### src/rtl/tdm_chan_mux_pkg.sv
// Shared types for the TDM channel multiplexer: mode/state encodings and
// the channel-index width helper.
package tdm_chan_mux_pkg;

  typedef enum logic {
    MODE_DIRECT = 1'b0,
    MODE_SWEEP  = 1'b1
  } mode_e;

  typedef enum logic {
    ST_IDLE  = 1'b0,
    ST_SWEEP = 1'b1
  } state_e;

  // Width of a channel index for n channels; never narrower than one bit.
  function automatic int chan_width(input int n);
    if (n <= 2) begin
      return 1;
    end else begin
      return $clog2(n);
    end
  endfunction

endpackage

### src/rtl/tdm_pipe_reg.sv
// One elastic valid/ready register slice; loads whenever it is empty or its
// current contents are being consumed.
module tdm_pipe_reg #(
  parameter int DW = 8
) (
  input  logic          clk,
  input  logic          rst_n,
  input  logic          in_valid_i,
  output logic          in_ready_o,
  input  logic [DW-1:0] in_data_i,
  output logic          out_valid_o,
  input  logic          out_ready_i,
  output logic [DW-1:0] out_data_o
);

  logic          valid_q;
  logic [DW-1:0] data_q;

  assign in_ready_o  = !valid_q || out_ready_i;
  assign out_valid_o = valid_q;
  assign out_data_o  = data_q;

  // Slice register: hold while stalled, otherwise take whatever is offered.
  always_ff @(posedge clk or negedge rst_n) begin
    if (!rst_n) begin
      valid_q <= 1'b0;
      data_q  <= {DW{1'b0}};
    end else if (in_ready_o) begin
      valid_q <= in_valid_i;
      if (in_valid_i) begin
        data_q <= in_data_i;
      end
    end
  end

endmodule

### src/rtl/tdm_chan_mux.sv
// N-channel selector with direct and sweep modes behind an elastic output
// register. Define TDM_CHAN_MUX_PIPE2_EN to add a second output stage.
module tdm_chan_mux
  import tdm_chan_mux_pkg::*;
#(
  parameter  int W    = 16,
  parameter  int N    = 4,
  localparam int SELW = chan_width(N)
) (
  input  logic            clk,
  input  logic            rst_n,
  input  logic [N*W-1:0]  din,
  input  logic [SELW-1:0] sel,
  input  logic            mode,
  input  logic            in_valid,
  output logic            in_ready,
  output logic [W-1:0]    dout,
  output logic [SELW-1:0] out_chan,
  output logic            out_last,
  output logic            out_valid,
  input  logic            out_ready,
  output logic            busy
);

  localparam int DW = W + SELW + 1;

  state_e          state_q, state_d;
  logic [N*W-1:0]  snap_q, snap_d;
  logic [SELW-1:0] idx_q, idx_d;
  logic            busy_q, busy_d;

  logic            load_ok;
  logic            s1_in_valid;
  logic [W-1:0]    ld_data;
  logic [SELW-1:0] ld_chan;
  logic            ld_last;
  logic [W-1:0]    direct_data;
  logic [W-1:0]    sweep_data;
  logic            idx_at_end;
  logic [DW-1:0]   out_data;

  assign busy       = busy_q;
  assign idx_at_end = (idx_q == SELW'(N - 1));
  assign sweep_data = snap_q[int'(idx_q)*W +: W];

  // Direct select; indices past the last channel read as zero.
  always_comb begin
    direct_data = {W{1'b0}};
    if (int'(sel) < N) begin
      direct_data = din[int'(sel)*W +: W];
    end else begin
      direct_data = {W{1'b0}};
    end
  end

  // Control FSM: decides what is offered to stage 1 and advances the sweep.
  always_comb begin
    state_d     = state_q;
    snap_d      = snap_q;
    idx_d       = idx_q;
    busy_d      = busy_q;
    in_ready    = 1'b0;
    s1_in_valid = 1'b0;
    ld_data     = {W{1'b0}};
    ld_chan     = {SELW{1'b0}};
    ld_last     = 1'b0;
    case (state_q)
      ST_IDLE: begin
        in_ready = load_ok;
        if (in_valid && load_ok) begin
          s1_in_valid = 1'b1;
          if (mode_e'(mode) == MODE_SWEEP) begin
            // Channel 0 goes out directly from live din, matching the snapshot.
            ld_data = din[W-1:0];
            ld_chan = {SELW{1'b0}};
            ld_last = 1'b0;
            snap_d  = din;
            idx_d   = SELW'(1);
            busy_d  = 1'b1;
            state_d = ST_SWEEP;
          end else begin
            ld_data = direct_data;
            ld_chan = sel;
            ld_last = 1'b1;
          end
        end else begin
          s1_in_valid = 1'b0;
        end
      end
      ST_SWEEP: begin
        s1_in_valid = 1'b1;
        ld_data     = sweep_data;
        ld_chan     = idx_q;
        ld_last     = idx_at_end;
        if (load_ok) begin
          if (idx_at_end) begin
            idx_d   = {SELW{1'b0}};
            busy_d  = 1'b0;
            state_d = ST_IDLE;
          end else begin
            idx_d = idx_q + SELW'(1);
          end
        end else begin
          idx_d = idx_q;
        end
      end
      default: begin
        state_d = ST_IDLE;
        busy_d  = 1'b0;
        idx_d   = {SELW{1'b0}};
      end
    endcase
  end

  // FSM, snapshot and sweep index registers.
  always_ff @(posedge clk or negedge rst_n) begin
    if (!rst_n) begin
      state_q <= ST_IDLE;
      snap_q  <= {(N*W){1'b0}};
      idx_q   <= {SELW{1'b0}};
      busy_q  <= 1'b0;
    end else begin
      state_q <= state_d;
      snap_q  <= snap_d;
      idx_q   <= idx_d;
      busy_q  <= busy_d;
    end
  end

`ifdef TDM_CHAN_MUX_PIPE2_EN
  logic          s1_out_valid;
  logic          s2_in_ready;
  logic [DW-1:0] s1_out_data;

  tdm_pipe_reg #(.DW(DW)) u_stage1 (
    .clk         (clk),
    .rst_n       (rst_n),
    .in_valid_i  (s1_in_valid),
    .in_ready_o  (load_ok),
    .in_data_i   ({ld_data, ld_chan, ld_last}),
    .out_valid_o (s1_out_valid),
    .out_ready_i (s2_in_ready),
    .out_data_o  (s1_out_data)
  );

  tdm_pipe_reg #(.DW(DW)) u_stage2 (
    .clk         (clk),
    .rst_n       (rst_n),
    .in_valid_i  (s1_out_valid),
    .in_ready_o  (s2_in_ready),
    .in_data_i   (s1_out_data),
    .out_valid_o (out_valid),
    .out_ready_i (out_ready),
    .out_data_o  (out_data)
  );
`else
  tdm_pipe_reg #(.DW(DW)) u_stage1 (
    .clk         (clk),
    .rst_n       (rst_n),
    .in_valid_i  (s1_in_valid),
    .in_ready_o  (load_ok),
    .in_data_i   ({ld_data, ld_chan, ld_last}),
    .out_valid_o (out_valid),
    .out_ready_i (out_ready),
    .out_data_o  (out_data)
  );
`endif

  assign {dout, out_chan, out_last} = out_data;

endmodule

### config.mk
export PLATFORM = sky130hd
export DESIGN_NAME = tdm_chan_mux
export DESIGN_NICKNAME = d
export VERILOG_FILES = /design/src/rtl/tdm_chan_mux_pkg.sv /design/src/rtl/tdm_pipe_reg.sv /design/src/rtl/tdm_chan_mux.sv
export SDC_FILE = /design/constraint.sdc
export NUM_CORES = 1
export LEC_CHECK = 0
export ABC_AREA = 1
export BUFFER_PORTS_ARGS = -buffer_cell sky130_fd_sc_hd__buf_2
export CORE_ASPECT_RATIO = 1.2
export CORE_MARGIN = 2
export CORE_UTILIZATION = 30
export DETAILED_ROUTE_END_ITERATION = 10
export GPL_ROUTABILITY_DRIVEN = 0
export PLACE_DENSITY = 0.57
export SYNTH_ARGS = -nofsm -noshare
export SYNTH_HDL_FRONTEND = slang
export SYNTH_SLANG_ARGS = --single-unit
export TNS_END_PERCENT = 1
### constraint.sdc
create_clock -name clk -period 1.85 [get_ports clk]
set_clock_uncertainty 0.05 [all_clocks]
set_input_delay 0.185 -clock clk [delete_from_list [all_inputs] [get_ports clk]]
set_output_delay 0.185 -clock clk [all_outputs]
set_load 0.02 [all_outputs]
Word level (Yosys, flattened, before mapping) --
Index checks and enable logic that the tools add are counted.
Word-level totals: flip-flop bits (word level) 88, bits in latches 0, bits in writable memories 0, ROM bits 0, input port bits 71, output and inout bits 22, logic and storage cells 49, memories 0
Cells by class: $add $sub $neg 1, multipliers 0, divide/modulo/power cells 0, magnitude comparators 0, equal/unequal tests 5, shifts and indexed selects 2, muxes and demuxes 27, bitwise gates (word level) 1, reductions and logical operators 7
Operators with widths (count):
- $shiftx A64 B7 Y16 | 2
- $mux W16 | 2
- $pmux W16 S2 | 1
- $mux W1 | 12
- $mux W2 | 6
- $pmux W1 S2 | 4
- $pmux W2 S2 | 2
- $reduce_and A3 Y1 | 2
- $ne A2 B1 Y1 const B | 2
- $ne A2 B2 Y1 const B | 2
- $reduce_and A4 Y1 | 1
- $add A2 B1 Y2 const B | 1
- $eq A2 B2 Y1 const B | 1
- $reduce_and A2 Y1 | 1
- $logic_and A1 B1 Y1 | 1
- $logic_not A1 Y1 | 1
- $logic_or A1 B1 Y1 | 1
- $not A1 Y1 | 1

Logic depth before layout (Yosys ltp) --
Gate-level depths: netlist of the first run.
word-level depth 6, depth in mapped cells 10, gate-level depth less buffers 8

Hierarchy --
Synthesis of the first run repeated with hierarchy kept, for this count alone.
Unflattened totals: cells, all modules 677, area total of the unflattened synthesis 4710.8 sq um
By module, submodules not included:
- tdm_chan_mux | times used 1, cells an instance 590, area each 3897.5 sq um, seq. area each 1701.6 sq um
- tdm_pipe_reg | times used 1, cells an instance 87, area each 813.3 sq um, seq. area each 500.5 sq um

Worst setup path after synthesis of the first run --
Ideal clock, no wire load.
path type reg-to-reg, start reg u_stage1.valid_q, in the netlist u_stage1.out_valid_o, end reg u_stage1.data_q[10], in the netlist u_stage1.out_data_o[10], library setup time 116 ps, data arrival time 1250 ps, data required time 1684 ps, setup slack 435 ps, stages on the path, launching flop included 8, buffers on the path 1, clock period less this slack 1415 ps, cell sequence dfrtp_1 nand2_2 o21ai_4 inv_2 buf_2 or2_2 inv_1 nor2_1
Between the ends: word-level cells in the longest chain between the ends 6, elaborated cells between the ends (all ways) 8, those cells by class mux: 4; reduce/logical: 4
RTL lines:
- start: declaration | line tdm_pipe_reg.sv:16 | logic valid_q;
- start signal: assignment | line tdm_pipe_reg.sv:29 | valid_q <= in_valid_i;
- $logic_not A1 Y1 * | line tdm_pipe_reg.sv:19 | assign in_ready_o = !valid_q || out_ready_i;
- $logic_or A1 B1 Y1 * | line tdm_pipe_reg.sv:19
- $logic_and A1 B1 Y1 | line tdm_chan_mux.sv:70 | if (in_valid && load_ok) begin
- $mux W1 | line tdm_chan_mux.sv:70
- $pmux W1 S2 | line tdm_chan_mux.sv:67 | case (state_q)
- $reduce_and A2 Y1 (no line)
- end signal: assignment | line tdm_pipe_reg.sv:27 | data_q <= {DW{1'b0}};
- end signal: assignment | line tdm_pipe_reg.sv:31 | data_q <= in_data_i;
- end: declaration | line tdm_pipe_reg.sv:17 | logic [DW-1:0] data_q;
Every way passes the cells marked *; elsewhere a longest branch is shown, timed or not. A chain may end at the register's enable or synchronous reset.

Worst setup path in the final report of the first run --
start reg u_stage1.valid_q, in the netlist u_stage1.out_valid_o, end reg u_stage1.data_q[6], in the netlist u_stage1.out_data_o[6]
The elaborated chain is that of the path after synthesis.

==> metrics.yaml, run 1 <==
p_seq_share_pct: 36.7
synth.distinct_cells: 26
wl_met1_mm: 7.37
port_buffers: 92
maxCapViolCount: 0
p_total_w: 0.00900
cp_common_cell: "nor2_1"
nets: 925
intPower_w: 0.00531
slowest_delay_ns: 0.41
die_x_um: 123
nFillCells: 1854
clk_pin_slew_ns: 0.06
critical_path_class: "reg -> reg"
period_needed_ns: 1.73
slowest_stage: "inv_2"
synth_fp_nets: 837
h-tree-depth: 3
power.density_mw_per_mm2: 1460
initial_core_util_pct: 30.6
cp-startpoint: "u_stage1.out_valid_o$_DFFE_PN0P_"
synth_ff_type: "dfrtp_1"
maxUsedRoutingLayer: "met4"
synth.avg_cell_area_um2: 6.71
grt_pass1_vias: 4341
grt_overflow: 0
cpLargestDelayFamily: "buffers and inverters"
async_reset_ff_share_pct: 100
core-area_mm2: 0.0168
rsz0062_at_grt: "true"
p_clk_share_pct: 18.3
detail-route-antenna-nets: 0
worst_slew_pin_slew_ns: 0.549
insertion_delay_ns: 0.34
yosys.area.top_type: "dfrtp_1"
vias: 4672
ir_worst_vdd_mv: 0.572
p_switching_w: 0.00369
route.detailed.drc: 0
drtIter0Drc: 281
cts_tree: "built"
grt_max_degree: 45
dr_wl_met3_um: 649
synth_edf_count: 0
crit_path_max_fanout: 32
critical_path_buf_inv_count: 2
outcome: "finished, final reports clean"
max_freq_mhz: 580
finalMaxSlewViolations: 0
p_leak_nw: 3.59
drt_pass1_iterations: 5
fin_hold_ws_ns: 0.0581
swShare_pct: 41.0
ff_latch_area_mm2: 0.00220
hold_viol: 0
wl_per_cell_um: 13.6
die_area_mm2: 0.0182
synth_common_cells: "281 x nand2_1, 134 x inv_1, 88 x dfrtp_1"
yosysMostFrequentCell: "nand2_1"
required_ns: 2.03
multi_input_area_mm2: 0.00216
synthTopCellsByArea: "dfrtp_1 43%, nand2_1 21%, inv_1 9.8%"
grt_pass1_wl_mm: 23.6
die_h_um: 147
clkSinkCount: 88
combinationalPowerShare_pct: 45.1
crit_end: "u_stage1.out_data_o[6]$_DFFE_PN0P_"
seq_area_frac_synth_pct: 42.9
start_kind: "flip-flop"
finalCritPeriodShare_pct: 93.3
worstRegToRegCells: 7
cp_cell_sequence: "nand2_2 -> o21ai_4 -> inv_2 -> buf_4 -> o21ai_1 -> nor2_1 -> nor2_1"
reg2reg_to: "u_stage1.out_data_o[6]$_DFFE_PN0P_"
drt_wl_total_mm: 14.6
track_usage_pct: 16.8
cp.depth: 7
area_delta_synth_final_pct: 19.9
relSlewSlack_pct: 63.4
r2r_slack_ns: 0.12
endpoint_kind: "flip-flop"
finalSetupViolations: 0
antenna_found_initial: 0
min_path_type: "in -> reg"
syn_area_mm2: 0.00513
reg2reg_from: "u_stage1.out_valid_o$_DFFE_PN0P_"
cts_buffer_depth: 2
cts_root_buffer: "clkbuf_16"
diodes: 0
ys_ff_latch: 88
arrival_ns: 1.91
syn_inst: 765
final_layout_size_suffix_gt1_share_pct: 17.9
wl_met2_mm: 6.47
hpwl_mm: 10.4
synth_top_area_share_pct: 42.9
rows: 52
via_per_inst: 4.36
synth_warnings: 0
cts_made_buffers: 9
io_pins: 93
==> metal layers <==
metal  vias to the layer above  global-route usage (%)
li1                       2468                       -
met1                      2094                    25.4
met2                       102                    25.1
met3                         8                    2.83
met4                         0                    3.75
met5                         -                       0
==> per-stage QoR <==
stage	setup WS (ns)	instances	area [um^2]	setup TNS, ns	util, %
floorplan	0.435	765	5130	0	-
finish	0.125	1072	6150	0	36.7
CTS	0.101	1070	6140	0	36.6
global placement	0.149	1055	5870	0	35.0
detailed placement	0.115	1055	5870	0	35.0
global route	-0.0176	1072	6150	-0.0176	36.7
==> cell usage in the layout (no fill, tap or decap) <==
cell / synthesis / layout
o21ai_1: 18 / 18
nand2_4: 1 / 1
buf_2: 14 / 91
o21ai_4: 1 / 1
nand3_2: 1 / 1
clkbuf_1: 16 / 3
dlygate4sd3_1: 0 / 1
nand2_2: 1 / 1
ha_1: 1 / 1
nand2_1: 281 / 281
clkbuf_8: 0 / 1
nor2_4: 2 / 2
clkinv_1: 2 / 2
clkinv_2: 0 / 1
dfrtp_1: 88 / 88
or2_2: 14 / 14
a2bb2oi_1: 2 / 2
clkbuf_16: 0 / 9
nor2_2: 1 / 1
or2_0: 2 / 2
nand3_1: 82 / 82
o22a_1: 1 / 1
buf_4: 2 / 20
o21ai_0: 49 / 49
inv_2: 4 / 4
nor2_1: 34 / 34
inv_1: 134 / 134
buf_12: 0 / 6
a21oi_1: 5 / 5
==> timing repair <==
action	4_1_cts	5_1_grt
hold buffers	1	0
setup buffers	0	2
hold endpoints to repair	36	0
resized for setup	0	0
endpoints found under the setup margin	0	13
==> power groups by stage <==
stage	combinational, W	clock (W)	sequential (W)
after floorplan	0.00264	0	0.00350
after global placement	0.00400	0	0.00332
after detailed placement	0.00406	0	0.00332
after CTS	0.00409	0.00169	0.00330
after global routing	0.00463	0.00176	0.00343
final	0.00405	0.00164	0.00330
==> logic make-up (layout without fill, tap and decap cells) <==
group / count (synthesis) / in the layout / share of synthesized area [%]
flip-flops: 88 / 88 / 42.9
adder cells (fa/ha/maj): 1 / 1 / 0.244
buffers and inverters: 181 / 272 / 14.9
AND/OR/NAND/NOR: 419 / 419 / 34.1
AO/OA/AOI/OAI: 76 / 76 / 7.85
==> worst min-delay path by stage <==
stage / to / cells past startpoint / start / slack (ns)
finish: snap_q[30]$_DFFE_PN0P_ / 3 / din[30] / 0.06
global route: snap_q[48]$_DFFE_PN0P_ / 3 / din[48] / 0.07
CTS: snap_q[48]$_DFFE_PN0P_ / 3 / din[48] / 0.05
detailed placement: snap_q[50]$_DFFE_PN0P_ / 1 / rst_n / 0.15
global placement: snap_q[50]$_DFFE_PN0P_ / 1 / rst_n / 0.15
floorplan: busy$_DFFE_PN0P_ / 0 / rst_n / -0.16
==> registers in the layout, indices dropped and copies added (netlist names) <==
| signal | cells |
|---|---|
| u_stage1.out_valid_o | 1 |
| snap_q | 64 |
| state_q | 1 |
| idx_q | 2 |
| u_stage1.out_data_o | 19 |
| busy | 1 |
==> cell type report <==
class / instances / area share [%]
Sequential cell: 88 / 35.8
Multi-Input combinational cell: 496 / 35.2
Timing Repair Buffer: 118 / 12.0
Inverter: 140 / 8.54
Tap cell: 216 / 4.39
Clock buffer: 13 / 4.07
Clock inverter: 1 / 0.0813
==> tightest hold or removal path, stage by stage <==
cell	delay (ns)
buf_2	0.10
inv_1	0.06
o21ai_1	0.06
No activity file was read; power rests on OpenSTA's default activity.
==> inputs of run 2 (changes only) <==
--- a/config.mk
+++ b/config.mk
@@ -10,6 +10,7 @@
 export CORE_ASPECT_RATIO = 1.2
 export CORE_MARGIN = 2
 export CORE_UTILIZATION = 30
+export CTS_BUF_LIST = sky130_fd_sc_hd__clkbuf_8
 export DETAILED_ROUTE_END_ITERATION = 10
 export GPL_ROUTABILITY_DRIVEN = 0
 export PLACE_DENSITY = 0.57
==> run 2 against run 1 <==
  * Sequential share of layout area increased by 0.60 points
  * Utilization decreased by 0.60 points
  * Die area unchanged
  * Via count increased by 0.11%
  * Critical endpoint unchanged
  * Largest power group unchanged
==> metrics.yaml, run 2 (synthesized netlist as in run 1, its figures left out) <==
cp.depth: 7
diodes: 0
cp-startpoint: "u_stage1.out_valid_o$_DFFE_PN0P_"
drt_pass1_iterations: 5
core-area_mm2: 0.0168
crit_end: "u_stage1.out_data_o[6]$_DFFE_PN0P_"
h-tree-depth: 3
postCtsResizedCells: 0
outcome: "finished, final reports clean"
wl_per_cell_um: 13.6
rows: 52
finalSetupViolations: 0
cts_root_buffer: "clkbuf_8"
reg2reg_to: "u_stage1.out_data_o[6]$_DFFE_PN0P_"
regMostFlops: "snap_q"
finalMaxSlewViolations: 0
antenna_found_initial: 0
grt_overflow: 0
cts_made_buffers: 9
period_needed_ns: 1.72
clkSinkCount: 88
hold_viol: 0
ir_worst_vdd_mv: 0.427
crit_path_max_fanout: 32
insertion_delay_ns: 0.36
clk_pin_slew_ns: 0.08
nets: 925
postLayoutCellArea_mm2: 0.00605
min_path_type: "in -> reg"
port_buffers: 92
drtIter0Drc: 276
worstRegToRegCells: 7
layout_commonest_cell: "nand2_1"
grt_max_degree: 45
required_ns: 2.06
route.detailed.drc: 0
p_total_w: 0.00849
critical_path_class: "reg -> reg"
grt_pass1_vias: 4346
power.density_mw_per_mm2: 1400
cpLargestDelayFamily: "buffers and inverters"
area_delta_synth_final_pct: 17.9
reg2reg_from: "u_stage1.out_valid_o$_DFFE_PN0P_"
final_layout_size_suffix_gt1_share_pct: 17.9
grt_pass1_wl_mm: 23.6
r2r_slack_ns: 0.13
detail-route-antenna-nets: 0
max_freq_mhz: 582
io_pins: 93
initial_core_util_pct: 30.6
relSlewSlack_pct: 64.1
final_cell_mix: "281 x nand2_1, 137 x inv_1, 91 x buf_2, 88 x dfrtp_1, 82 x nand3_1"
cp_common_cell: "nor2_1"
die_area_mm2: 0.0182
largest_reg_flops: 64
hpwl_mm: 10.4
worst_slew_pin_slew_ns: 0.538
drt_wl_total_mm: 14.6
track_usage_pct: 16.9
start_kind: "flip-flop"
die_h_um: 147
rsz0062_at_grt: "true"
endpoint_kind: "flip-flop"
slowest_stage: "dfrtp_1"
cts_tree: "built"
die_x_um: 123
maxCapViolCount: 0
finalCritPeriodShare_pct: 92.8
cts_buffer_depth: 2
slowest_delay_ns: 0.41
via_per_inst: 4.36
cp_cell_sequence: "nand2_2 -> o21ai_4 -> inv_2 -> buf_4 -> o21ai_1 -> nor2_1 -> nor2_1"
vias: 4677
arrival_ns: 1.92
post_dp_cell_area_mm2: 0.00587
p_leak_nw: 3.56
critical_path_buf_inv_count: 2
## run 2: cell types whose count changed in the layout (fill, tap and decap cells not counted)
cell	change
clkbuf_8	+9
inv_1	+3
clkbuf_1	-3
clkbuf_16	-9
## run 2: timing repair
action / 4_1_cts / 5_1_grt
hold endpoints to repair: 36 / 0
setup buffers: 0 / 2
endpoints found under the setup margin: 0 / 14
hold buffers: 1 / 0
## run 2: where the power goes
part           total [W]  switching, W  internal [W]
combinational    0.00405       0.00251       0.00154
clock            0.00114      0.000648      0.000495
sequential       0.00329      0.000461       0.00283
total            0.00849       0.00362       0.00487
## run 2: area by class of cell
class                           instances  area (um^2)
Clock inverter                          4         16.3
Timing Repair Buffer                  118          736
Sequential cell                        88         2200
Tap cell                              216          270
Inverter                              140          526
Clock buffer                           10          138
Fill cell                            1868        10700
Multi-Input combinational cell        496         2160
## run 2: metal layers
layer	wire [um]	up-vias	track usage, %
met5	0	-	0
met4	174	0	4.94
met3	713	9	2.37
met2	6440	114	25.0
met1	7310	2087	25.4
li1	-	2467	-
## run 2: worst min-delay path by stage
stage,start,slack (ns),end,depth (start not counted)
2_1_floorplan,rst_n,-0.16,busy$_DFFE_PN0P_,0
3_3_place_gp,rst_n,0.15,snap_q[50]$_DFFE_PN0P_,1
3_5_place_dp,rst_n,0.15,snap_q[50]$_DFFE_PN0P_,1
4_1_cts,din[48],0.02,snap_q[48]$_DFFE_PN0P_,3
5_1_grt,din[48],0.04,snap_q[48]$_DFFE_PN0P_,3
6_report,din[48],0.04,snap_q[48]$_DFFE_PN0P_,3
## run 2: tightest hold or removal path, stage by stage
cell     delay, ns
buf_2         0.09
inv_1         0.06
o21ai_1       0.07
## run 2: through the flow
step / setup TNS [ns] / utilization, % / hold slack (ns) / instances / setup WS, ns
2_1_floorplan: 0 / - / -0.161 / 765 / 0.435
3_3_place_gp: 0 / 35.0 / 0.146 / 1055 / 0.149
3_5_place_dp: 0 / 35.0 / 0.149 / 1055 / 0.115
4_1_cts: 0 / 36.0 / 0.0203 / 1070 / 0.0973
5_1_grt: -0.0192 / 36.1 / 0.0360 / 1072 / -0.0192
6_report: 0 / 36.1 / 0.0366 / 1072 / 0.133
==> inputs of run 3 (changes only) <==
--- a/config.mk
+++ b/config.mk
@@ -13,7 +13,6 @@
 export CTS_BUF_LIST = sky130_fd_sc_hd__clkbuf_8
 export DETAILED_ROUTE_END_ITERATION = 10
 export GPL_ROUTABILITY_DRIVEN = 0
-export PLACE_DENSITY = 0.57
 export SYNTH_ARGS = -nofsm -noshare
 export SYNTH_HDL_FRONTEND = slang
 export SYNTH_SLANG_ARGS = --single-unit
==> run 3 against run 2 <==
  * Via count about the same
  * Die area is the same
  * Critical path depth unchanged
  * Sequential share of layout area decreased by 0.24 points
  * Cell count unchanged
  * Maximum frequency grew 0.80%
  * Worst setup slack gained 0.014 ns
  * Clock power up 20%
  * Non-clock buffer count decreased by 2
  * Sequential cell count did not move
  * First-iteration DRC count rose by 38%
  * Largest cell class unchanged
==> metrics.yaml, run 3 (synthesized netlist as in run 1, its figures left out) <==
outcome: "finished, final reports clean"
rows: 52
min_path_type: "in -> reg"
swShare_pct: 42.4
required_ns: 2.05
grt_pass1_wl_mm: 23.6
hpwl_mm: 10.6
h-tree-depth: 3
start_kind: "flip-flop"
endpoint_kind: "flip-flop"
nFillCells: 1855
finish.utilization_pct: 36.3
antenna_found_initial: 0
wl_per_cell_um: 13.5
maxCapViolCount: 0
final_layout_size_suffix_gt1_share_pct: 18.2
critical_path_buf_inv_count: 2
layout_commonest_cell: "nand2_1"
ir_worst_vdd_mv: 0.541
arrival_ns: 1.90
slowest_delay_ns: 0.41
nets: 923
finalMaxSlewViolations: 0
slowest_stage: "dfrtp_1"
diodes: 0
route.detailed.drc: 0
postLayoutCellArea_mm2: 0.00609
finalSetupViolations: 0
die_area_mm2: 0.0182
power.density_mw_per_mm2: 1430
finalCritPeriodShare_pct: 92.1
p_leak_nw: 3.57
fin_setup_tns_ns: 0
initial_core_util_pct: 30.6
hold_viol: 0
die_h_um: 147
track_usage_pct: 16.7
largest_reg_flops: 64
insertion_delay_ns: 0.36
drt_pass1_iterations: 5
area_delta_synth_final_pct: 18.7
post_dp_cell_area_mm2: 0.00589
detail-route-antenna-nets: 0
drt_wl_total_mm: 14.5
fin_hold_ws_ns: 0.0174
grt_max_degree: 34
combinationalPowerShare_pct: 46.4
critical_path_class: "reg -> reg"
rsz0062_at_grt: "false"
clkSinkCount: 88
p_clk_share_pct: 15.8
cts_tree: "built"
period_needed_ns: 1.70
p_seq_share_pct: 37.8
cts_buffer_depth: 2
intPower_w: 0.00502
cts_root_buffer: "clkbuf_8"
cts_made_buffers: 9
crit_path_max_fanout: 33
io_pins: 93
max_freq_mhz: 587
via_per_inst: 4.37
core-area_mm2: 0.0168
relSlewSlack_pct: 70.4
port_buffers: 92
clk_pin_slew_ns: 0.10
worst_slew_pin_slew_ns: 0.444
grt_pass1_vias: 4469
grt_overflow: 0
die_x_um: 123
p_switching_w: 0.00369
drtIter0Drc: 380
p_total_w: 0.00871
cp_cell_sequence: "inv_1 -> nor2_1 -> nor2_4 -> nand2_4 -> buf_12 -> nand2_1 -> o21ai_0"
vias: 4680
cpLargestDelayFamily: "simple AND/OR/NAND/NOR gates"
final_cell_mix: "281 x nand2_1, 134 x inv_1, 91 x buf_2, 88 x dfrtp_1, 82 x nand3_1"
regMostFlops: "snap_q"
==> run 3: cell types whose count changed in the layout (fill, tap and decap cells not counted), sizes merged <==
cell	delta
clkinv	+4
bufinv	+1
inv	-3
buf	-2
==> run 3: path summary, 6_finish.rpt <==
| kind | startpoint | end | slack, ns | depth (start not counted) |
|---|---|---|---|---|
| min in group asynchronous | rst_n | snap_q[18]$_DFFE_PN0P_ | 0.25 | 2 |
| min reg2reg | snap_q[12]$_DFFE_PN0P_ | snap_q[12]$_DFFE_PN0P_ | 0.43 | 2 |
| min | din[47] | snap_q[47]$_DFFE_PN0P_ | 0.02 | 3 |
| max | u_stage1.out_valid_o$_DFFE_PN0P_ | snap_q[37]$_DFFE_PN0P_ | 0.15 | 7 |
| max reg2reg | u_stage1.out_valid_o$_DFFE_PN0P_ | snap_q[37]$_DFFE_PN0P_ | 0.15 | 7 |
| max in group asynchronous | rst_n | snap_q[23]$_DFFE_PN0P_ | 0.98 | 3 |
==> run 3: repair_timing <==
action                                 CTS  global route
setup buffers                            0             0
endpoints found under the hold margin   26             0
hold buffers                             1             0
gates resized for setup                  0             0
==> run 3: cell type report <==
class / instances / area, um^2 / area share, %
clock buffer: 10 / 138 / 2.26
timing repair buffer: 116 / 733 / 12.0
tap: 216 / 270 / 4.44
clock inverter: 6 / 58.8 / 0.965
inverter: 140 / 526 / 8.63
sequential: 88 / 2200 / 36.1
multi-input combinational: 496 / 2160 / 35.5
==> run 3: per-stage QoR <==
stage          setup slack [ns]  instances
2_1_floorplan             0.435        765
5_1_grt                 0.00996       1072
4_1_cts                   0.127       1072
3_3_place_gp              0.157       1055
3_5_place_dp              0.141       1055
6_report                  0.147       1072
==> run 3: metal layers <==
layer / track usage (%) / vias up / wire (um) / share of wire (%)
met5: 0 / - / 0 / 0
met4: 4.20 / 0 / 161 / 1.1
met3: 2.25 / 8 / 620 / 4.3
met2: 25.6 / 133 / 6550 / 45
met1: 24.8 / 2068 / 7160 / 49
li1: - / 2471 / - / -
==> run 3: power by group through the flow <==
stage / registers [W] / clock network [W] / logic, W
floorplan: 0.00350 / 0 / 0.00264
global placement: 0.00332 / 0 / 0.00398
detailed placement: 0.00333 / 0 / 0.00405
CTS: 0.00330 / 0.00139 / 0.00407
global route: 0.00342 / 0.00146 / 0.00463
finish: 0.00329 / 0.00137 / 0.00405
==> run 3: worst register-to-register path: cells and delay by family, from the launching register on <==
family,cells,cell delay (ns)
buffers and inverters,2,0.32
and+or+nand+nor,4,0.73
AOI/OAI and AO/OA,1,0.08
DFF,1,0.41
